## config.mk

```make
export PLATFORM = sky130hd
export DESIGN_NAME = spi_slave_ctrl
export DESIGN_NICKNAME = d
export VERILOG_FILES = /design/src/rtl/spi_slave_ctrl_pkg.sv /design/src/rtl/spi_sync_edge.sv /design/src/rtl/spi_slave_ctrl.sv
export SDC_FILE = /design/constraint.sdc
export NUM_CORES = 1
export LEC_CHECK = 0
export CORE_UTILIZATION = 38
export CTS_BUF_LIST = sky130_fd_sc_hd__clkbuf_4
export CTS_CLUSTER_SIZE = 12
export DETAILED_ROUTE_END_ITERATION = 16
export MAX_ROUTING_LAYER = met4
export PLACE_DENSITY = 0.62
export RECOVER_POWER = 25
export SLEW_MARGIN = 10
export SYNTH_ARGS = -nofsm -noshare
export SYNTH_HDL_FRONTEND = slang
export SYNTH_SLANG_ARGS = --single-unit
```

## constraint.sdc

```tcl
create_clock -name mclk -period 3.9 [get_ports mclk]
set_input_delay 0.78 -clock mclk [delete_from_list [all_inputs] [get_ports mclk]]
set_output_delay 0.78 -clock mclk [all_outputs]
set_load 0.02 [all_outputs]
```

## src/rtl/spi_slave_ctrl_pkg.sv

```systemverilog
// spi_slave_ctrl_pkg: shared state encoding, default widths and command
// word layout for the SPI slave register-access front end.
package spi_slave_ctrl_pkg;

  // Default register address / data widths.
  localparam int SPI_ADDR_BITS_DEF = 7;
  localparam int SPI_DATA_BITS_DEF = 16;

  // Frame decoder states.
  typedef enum logic [2:0] {
    ST_IDLE  = 3'd0,
    ST_CMD   = 3'd1,
    ST_WDATA = 3'd2,
    ST_RDATA = 3'd3,
    ST_DONE  = 3'd4
  } spi_state_t;

  // The R/W flag (1 = read) sits directly above the address bits.
  function automatic int spi_rw_bit_pos(input int addr_bits);
    return addr_bits;
  endfunction

endpackage

```

## src/rtl/spi_sync_edge.sv

```systemverilog
// spi_sync_edge: brings one asynchronous pad input into the mclk domain
// (two flops), keeps a history flop and produces registered one-cycle
// rise/fall pulses of the synchronised level.
module spi_sync_edge (
  input  logic mclk,
  input  logic rst,
  input  logic i_pin,
  output logic o_sync,
  output logic o_rise,
  output logic o_fall
);

  logic r_meta;
  logic r_sync;
  logic r_hist;
  logic r_rise;
  logic r_fall;

  // Synchronise the pin, then compare against the previous level for edges
  always_ff @(posedge mclk) begin
    if (rst) begin
      r_meta <= 1'b0;
      r_sync <= 1'b0;
      r_hist <= 1'b0;
      r_rise <= 1'b0;
      r_fall <= 1'b0;
    end else begin
      r_meta <= i_pin;
      r_sync <= r_meta;
      r_hist <= r_sync;
      r_rise <= r_sync & ~r_hist;
      r_fall <= ~r_sync & r_hist;
    end
  end

  assign o_sync = r_sync;
  assign o_rise = r_rise;
  assign o_fall = r_fall;

endmodule

```

## src/rtl/spi_slave_ctrl.sv

```systemverilog
// spi_slave_ctrl: SPI mode-0 slave that decodes {R/W, address, data}
// frames into single-cycle register-file write/read strobes.
// Optional build macro SPI_ADDR_AUTOINC_EN: burst transfers with
// address auto-increment instead of one word per frame.
module spi_slave_ctrl
  import spi_slave_ctrl_pkg::*;
#(
  parameter int ADDR_BITS = SPI_ADDR_BITS_DEF,
  parameter int DATA_BITS = SPI_DATA_BITS_DEF
) (
  input  logic                 mclk,
  input  logic                 rst,
  input  logic                 sclk,
  input  logic                 sc,
  input  logic                 mosi,
  output logic                 miso,
  output logic                 miso_oe_n,
  output logic [ADDR_BITS-1:0] reg_addr,
  output logic [DATA_BITS-1:0] reg_wdata,
  output logic                 reg_we,
  output logic                 reg_re,
  input  logic [DATA_BITS-1:0] reg_rdata
);

  localparam int CMD_BITS = 1 + ADDR_BITS;
  localparam int SHIFT_W  = (CMD_BITS > DATA_BITS) ? CMD_BITS : DATA_BITS;
  localparam int CNT_W    = $clog2(SHIFT_W + 1);
  localparam int RW_POS   = spi_rw_bit_pos(ADDR_BITS);
  localparam logic [CNT_W-1:0] CMD_LAST  = CNT_W'(CMD_BITS - 1);
  localparam logic [CNT_W-1:0] DATA_LAST = CNT_W'(DATA_BITS - 1);

  logic w_sclk_sync_unused, w_sclk_rise, w_sclk_fall;
  logic w_sc_sync, w_sc_rise, w_sc_fall;
  logic w_mosi, w_mosi_rise_unused, w_mosi_fall_unused;
  logic w_rise, w_fall;

  spi_state_t           r_state, w_state_next;
  logic [CNT_W-1:0]     r_cnt, w_cnt_next;
  logic [SHIFT_W-1:0]   r_shift, w_shift_next, w_shift_in;
  logic [ADDR_BITS-1:0] r_addr, w_addr_next;
  logic [DATA_BITS-1:0] r_wdata, w_wdata_next;
  logic [DATA_BITS-1:0] r_tx, w_tx_next;
  logic                 r_we, w_we_next;
  logic                 r_re, w_re_next;
  logic                 r_re_d;
  logic                 r_first_fall, w_first_fall_next;

  spi_sync_edge u_sclk_sync (
    .mclk(mclk), .rst(rst), .i_pin(sclk),
    .o_sync(w_sclk_sync_unused), .o_rise(w_sclk_rise), .o_fall(w_sclk_fall)
  );

  spi_sync_edge u_sc_sync (
    .mclk(mclk), .rst(rst), .i_pin(sc),
    .o_sync(w_sc_sync), .o_rise(w_sc_rise), .o_fall(w_sc_fall)
  );

  spi_sync_edge u_mosi_sync (
    .mclk(mclk), .rst(rst), .i_pin(mosi),
    .o_sync(w_mosi), .o_rise(w_mosi_rise_unused), .o_fall(w_mosi_fall_unused)
  );

  // sclk edges only count while the slave is selected
  assign w_rise     = w_sclk_rise & ~w_sc_sync;
  assign w_fall     = w_sclk_fall & ~w_sc_sync;
  assign w_shift_in = {r_shift[SHIFT_W-2:0], w_mosi};

  // State register
  always_ff @(posedge mclk) begin
    if (rst) r_state <= ST_IDLE;
    else     r_state <= w_state_next;
  end

  // Next state and datapath updates; deselect aborts without any strobe
  always_comb begin
    w_state_next      = r_state;
    w_cnt_next        = r_cnt;
    w_shift_next      = r_shift;
    w_addr_next       = r_addr;
    w_wdata_next      = r_wdata;
    w_tx_next         = r_tx;
    w_we_next         = 1'b0;
    w_re_next         = 1'b0;
    w_first_fall_next = r_first_fall;
`ifdef SPI_ADDR_AUTOINC_EN
    if (r_we) w_addr_next = r_addr + ADDR_BITS'(1);
`endif
    if (w_sc_rise) begin
      w_state_next = ST_IDLE;
      w_cnt_next   = '0;
    end else begin
      case (r_state)
        ST_IDLE: begin
          if (w_sc_fall) begin
            w_state_next = ST_CMD;
            w_cnt_next   = '0;
          end
        end
        ST_CMD: begin
          if (w_rise) begin
            w_shift_next = w_shift_in;
            w_cnt_next   = r_cnt + CNT_W'(1);
            if (r_cnt == CMD_LAST) begin
              w_cnt_next  = '0;
              w_addr_next = w_shift_in[ADDR_BITS-1:0];
              if (w_shift_in[RW_POS]) begin
                w_re_next         = 1'b1;
                w_first_fall_next = 1'b1;
                w_state_next      = ST_RDATA;
              end else begin
                w_state_next = ST_WDATA;
              end
            end
          end
        end
        ST_WDATA: begin
          if (w_rise) begin
            w_shift_next = w_shift_in;
            w_cnt_next   = r_cnt + CNT_W'(1);
            if (r_cnt == DATA_LAST) begin
              w_cnt_next   = '0;
              w_wdata_next = w_shift_in[DATA_BITS-1:0];
              w_we_next    = 1'b1;
`ifndef SPI_ADDR_AUTOINC_EN
              w_state_next = ST_DONE;
`endif
            end
          end
        end
        ST_RDATA: begin
          // The fall right after a word is requested precedes the reload
          if (w_fall) begin
            if (r_first_fall) w_first_fall_next = 1'b0;
            else              w_tx_next = {r_tx[DATA_BITS-2:0], 1'b0};
          end
          if (w_rise) begin
            w_cnt_next = r_cnt + CNT_W'(1);
            if (r_cnt == DATA_LAST) begin
              w_cnt_next = '0;
`ifdef SPI_ADDR_AUTOINC_EN
              w_addr_next       = r_addr + ADDR_BITS'(1);
              w_re_next         = 1'b1;
              w_first_fall_next = 1'b1;
`else
              w_state_next = ST_DONE;
`endif
            end
          end
        end
        ST_DONE: begin
          w_state_next = ST_DONE;
        end
        default: begin
          w_state_next = ST_IDLE;
        end
      endcase
    end
    // Read data arrives one cycle after the strobe; load wins over a shift
    if (r_re_d) w_tx_next = reg_rdata;
  end

  // Datapath registers
  always_ff @(posedge mclk) begin
    if (rst) begin
      r_cnt        <= '0;
      r_shift      <= '0;
      r_addr       <= '0;
      r_wdata      <= '0;
      r_tx         <= '0;
      r_we         <= 1'b0;
      r_re         <= 1'b0;
      r_re_d       <= 1'b0;
      r_first_fall <= 1'b0;
    end else begin
      r_cnt        <= w_cnt_next;
      r_shift      <= w_shift_next;
      r_addr       <= w_addr_next;
      r_wdata      <= w_wdata_next;
      r_tx         <= w_tx_next;
      r_we         <= w_we_next;
      r_re         <= w_re_next;
      r_re_d       <= r_re;
      r_first_fall <= w_first_fall_next;
    end
  end

  assign miso      = r_tx[DATA_BITS-1];
  assign miso_oe_n = (r_state != ST_RDATA);
  assign reg_addr  = r_addr;
  assign reg_wdata = r_wdata;
  assign reg_we    = r_we;
  assign reg_re    = r_re;

endmodule

```

Word level (Yosys, flattened, before mapping)
Index checks and enable logic that the tools add are counted.

Flip-flop bits (word level): 78. Input port bits: 21. Output and inout bits: 27. Word-level logic and storage cells: 96.

Add/subtract/negate cells: 1. Equal/unequal tests: 16. Mux-type cells: 25. Bitwise logic cells: 15. Reductions and logical operators: 17.

Operator list (number): two-way mux 16 bit (5); two-way mux 5 bit (5); AND reduction 4 bit (4); two-way mux 3 bit (5); case mux 5 bit (3 select lines) (1); inequality test 2 bit (second input constant) (6); case mux 3 bit (4 select lines) (1); NOT 1 bit (9); two-way mux 1 bit (7); AND 1 bit (6); equality test 3 x 2 -> 1 bit (second input constant) (2); inequality test 2 x 1 -> 1 bit (second input constant) (3); AND reduction 6 bit (1); nonzero test 2 bit (3); OR reduction 2 bit (3); adder 5 x 1 -> 5 bit (second input constant) (1); equality test 5 x 3 -> 1 bit (second input constant) (1); equality test 5 x 4 -> 1 bit (second input constant) (1); AND reduction 5 bit (1); OR reduction 5 bit (1); OR reduction 4 bit (1); equality test 3 x 1 -> 1 bit (second input constant) (1); equality test 3 bit (second input constant) (1); logical NOT 3 bit (1); 4 further kinds (4).

Logic depth before layout (Yosys ltp)
Depth after elaboration: 6. Gate-level depth with buffers: 7. Gate-level depth less buffers: 6.

Cells and area by module
From an unflattened synthesis, not the netlist that was laid out.

Cell total of the unflattened synthesis: 329. Area total of the unflattened synthesis: 3195.6 um^2.

By module, submodules not included: spi_slave_ctrl (instances 1, cells each 299, area each 2793.9 um^2, seq. area each 1321.3 um^2); spi_sync_edge (instances 3, cells each 10, area each 133.9 um^2, seq. area each 100.1 um^2).

Least setup slack after synthesis
OpenSTA, ideal clock, no wires.

Path kind: input to register. Start point: in rst. End point: reg r_cnt[3]. Data arrival time: 1.920 ns. Required time: 3.837 ns. Setup slack: 1.918 ns. Cell stages on the path: 5. Buffers on the path: 1. Cells stage by stage: clkbuf_1 > or2_2 > a2111oi_1 > nand3_1 > nand3_1.

Longest elaborated chain between the ends: 1.

Ends and longest elaborated chain: from (decl) (RTL line spi_slave_ctrl.sv:12) `input logic rst,`; OR reduction 2 bit (no line); to (signal assigned) (RTL line spi_slave_ctrl.sv:175) `r_cnt <= w_cnt_next;`; to (decl) (RTL line spi_slave_ctrl.sv:38) `logic [CNT_W-1:0] r_cnt, w_cnt_next;`.

No other way between the ends. A chain may end at the register's enable or synchronous reset.

Worst setup path after layout
Start point: reg r_state[2]. End point: out miso_oe_n.

Longest elaborated chain between the ends: 1.

Ends and longest elaborated chain: from (decl) (RTL line spi_slave_ctrl.sv:37) `spi_state_t r_state, w_state_next;`; from (signal assigned) (RTL line spi_slave_ctrl.sv:71) `else r_state <= w_state_next;`; inequality test 3 x 2 -> 1 bit (RTL line spi_slave_ctrl.sv:188) `assign miso_oe_n = (r_state != ST_RDATA);`; to (decl) (RTL line spi_slave_ctrl.sv:17) `output logic miso_oe_n,`.

No other way between the ends.

==> impl_metrics.py <==
metrics = {
    "floorplan": {
        "chipHeight_um": 92.58,
        "rows": 32,
        "dieArea_sq_um": 8571,
        "fp.dieW_um": 92.58,
        "ios": 48,
        "start_util_pct": 39.73,
        "coreArea_sq_um": 7848,
    },
    "timing": {
        "min_period_ns": 2.625,
        "slew_viol_final": 0,
        "hold_viol_final": 0,
        "rsz0062_at_grt": "no",
        "hold_slack_ns": 0.4070,
        "fin_tns_setup_ns": 0,
        "slew_headroom_pct": 20.20,
        "fmax_mhz": 381.0,
        "fin_crit_sh_pct": 67.30,
        "worst_pin_slew_ns": 1.195,
        "setup_viol": 0,
        "finClkSkew_ns": 0.01968,
    },
    "pwr": {
        "p_leak_nw": 1.400,
        "ir_drop_uv": 229.8,
        "powerDensity_nw_per_um2": 371.4,
        "finalPower_w": 0.001390,
    },
    "critical_path": {
        "cp-start-kind": "register",
        "critPathRequiredTime_ns": 3.12,
        "reg2reg_from": "r_state[2]",
        "worst-setup-path-type": "register to output pin",
        "ff2ff_setup_slack_ns": 1.33,
        "critPathLaunch": "r_state[2]",
        "path_max_fanout": 15,
        "end_kind": "output pin",
        "worstPathArrival_ns": 1.84,
    },
    "clock_network": {
        "clkTransAtPathRegs_ns": 0.13,
        "cts_max_level": 3,
        "post-cts-setup-buffers": 0,
        "cts_hold_buffers": 0,
        "clk_latency_ns": 0.41,
        "cts_max_path_buffers": 2,
        "clock_sinks": 78,
        "cts_root_buf": "clkbuf_4",
        "cts_tree": "built",
        "numCtsBuffers": 9,
        "cts.repair.resized": 0,
    },
    "global_route": {
        "grt_pass1_wl_um": 10210,
        "antenna_found_initial": 0,
        "grt_overflow": 0,
        "grt_busiest_layer": "met2",
        "met3_usage_pct": 5.665,
        "grt_util_met1_pct": 19.69,
        "track_usage_pct": 15.36,
        "grt_pass1_vias": 2189,
        "grt_max_degree": 70,
        "met2_usage_pct": 22.72,
    },
    "finish": {
        "layout_common_cells": "dfxtp_1 (78), clkdlybuf4s50_1 (46), nor2_1 (44)",
        "syn_to_final_growth_pct": 20.02,
        "mostFrequentLayoutCell": "dfxtp_1",
        "multiInputGateArea_sq_um": 1369,
        "regArea_sq_um": 1562,
        "nets": 378,
        "num_antenna_cells": 0,
        "postLayoutCellArea_sq_um": 3742,
        "drive_gt1_share_pct": 6.667,
        "n_fill_cell": 781,
    },
    "yosys": {
        "ys_ff_latch": 78,
        "synthFlopType": "dfxtp_1",
        "synth_edf_count": 0,
        "syn-instance-count": 318,
        "ys_warn_count": 0,
        "synth_top_area_cell": "dfxtp_1",
        "synthArstFlopShare_pct": 0,
        "synth_top_area_share_pct": 50.08,
        "synth_area_sq_um": 3118,
        "synth_nets": 341,
        "synth.area.top_cells": "dfxtp_1 (50%), mux2i_1 (13%), nor2_1 (5.3%)",
        "syn_area_per_cell_sq_um": 9.805,
        "yosysSeqAreaShare_pct": 50.08,
        "synth_cell_types": 45,
    },
    "job": {
        "maxCapViolCount": 0,
    },
    "drt": {
        "drc": 0,
        "finalWirelength_um": 5885,
        "vias": 2282,
        "avgViaCountPerCell": 4.939,
        "post_drt_wl_per_cell_um": 12.74,
        "ant_nets": 0,
        "drt-initial-drc-count": 105,
        "dr.pass1.iters": 4,
    },
    "hold_path": {
        "worstHoldStart": "u_sc_sync.r_hist",
        "hp-class": "register to register",
    },
    "status": {
        "status": "complete, no violations",
    },
    "place": {
        "io_buffers": 47,
        "place_congestion": 0.8168,
        "placement.cell_area_sq_um": 3602,
        "dp_hpwl_um": 3853,
    },
}
[cell type report]
| class | instances | area share (%) |
|---|---|---|
| flip-flops and latches | 78 | 41.73 |
| multi-input cells | 204 | 36.58 |
| repair buffers | 50 | 12.81 |
| well taps | 102 | 3.410 |
| clock inverters | 6 | 2.273 |
| clock buffers | 10 | 2.006 |
| inverters | 12 | 1.204 |
[worst paths after layout]
check | endpoint | cells past startpoint
worst max register to register | reg_wdata[7] | 5
worst max-delay path | miso_oe_n | 2
worst min-delay path | u_sc_sync.o_rise | 1
worst min register to register | u_sc_sync.o_rise | 1
[per-stage QoR]
step	util (%)	setup slack (ns)	cells
after floorplan	-	1.918	318
after global placement	45.90	1.705	446
after detailed placement	45.90	1.669	446
after CTS	47.94	1.230	462
after global routing	47.69	1.098	462
final	47.69	1.275	462
[where the power goes]
group	switching (W)	leakage (nW)	internal, W	total, W
Clock	0.000274	0.0861	0.000267	0.000541
Sequential	0.00000292	0.630	0.000801	0.000804
Combinational	0.0000212	0.684	0.0000234	0.0000446
[registers in the layout, summed over array words and instances, names as in the netlist, 3 cells and up]
register	flops
r_tx	16
reg_wdata	16
r_shift	15
reg_addr	7
r_cnt	5
r_state	3
[routing by layer]
layer	wire [um]	up-vias
met3	280	7
li1	-	1175
met5	0	-
met1	2926	1058
met2	2612	42
met4	65	0
[synthesized netlist by cell type (3+ instances only)]
cell	count
a221oi_2	6
a21oi_1	17
buf_6	4
a221oi_1	5
nand3_1	4
nand2_1	18
nand3b_1	3
inv_1	12
nor3b_1	3
nor2_1	44
buf_2	5
buf_1	3
nor4_1	7
mux2i_1	39
nor2b_1	17
nor3_1	12
dfxtp_1	78
clkbuf_1	9
[cells by family after synthesis]
| kind of cell | count (synthesis) | share of synthesized area, % |
|---|---|---|
| adder cells (fa/ha/maj) | 2 | 0.8024 |
| buffers and inverters | 36 | 5.858 |
| AO/OA/AOI/OAI | 41 | 10.31 |
| AND/OR/NAND/NOR | 120 | 19.86 |
| flip-flops | 78 | 50.08 |
| multiplexers | 39 | 12.52 |
| XOR/XNOR | 2 | 0.5619 |
[critical path, cell delays in order (launching register included)]
cell	delay, ns
dfxtp_1	0.65
nand3b_1	0.18
clkdlybuf4s50_1	0.60
(Power assumes the default switching activity.)
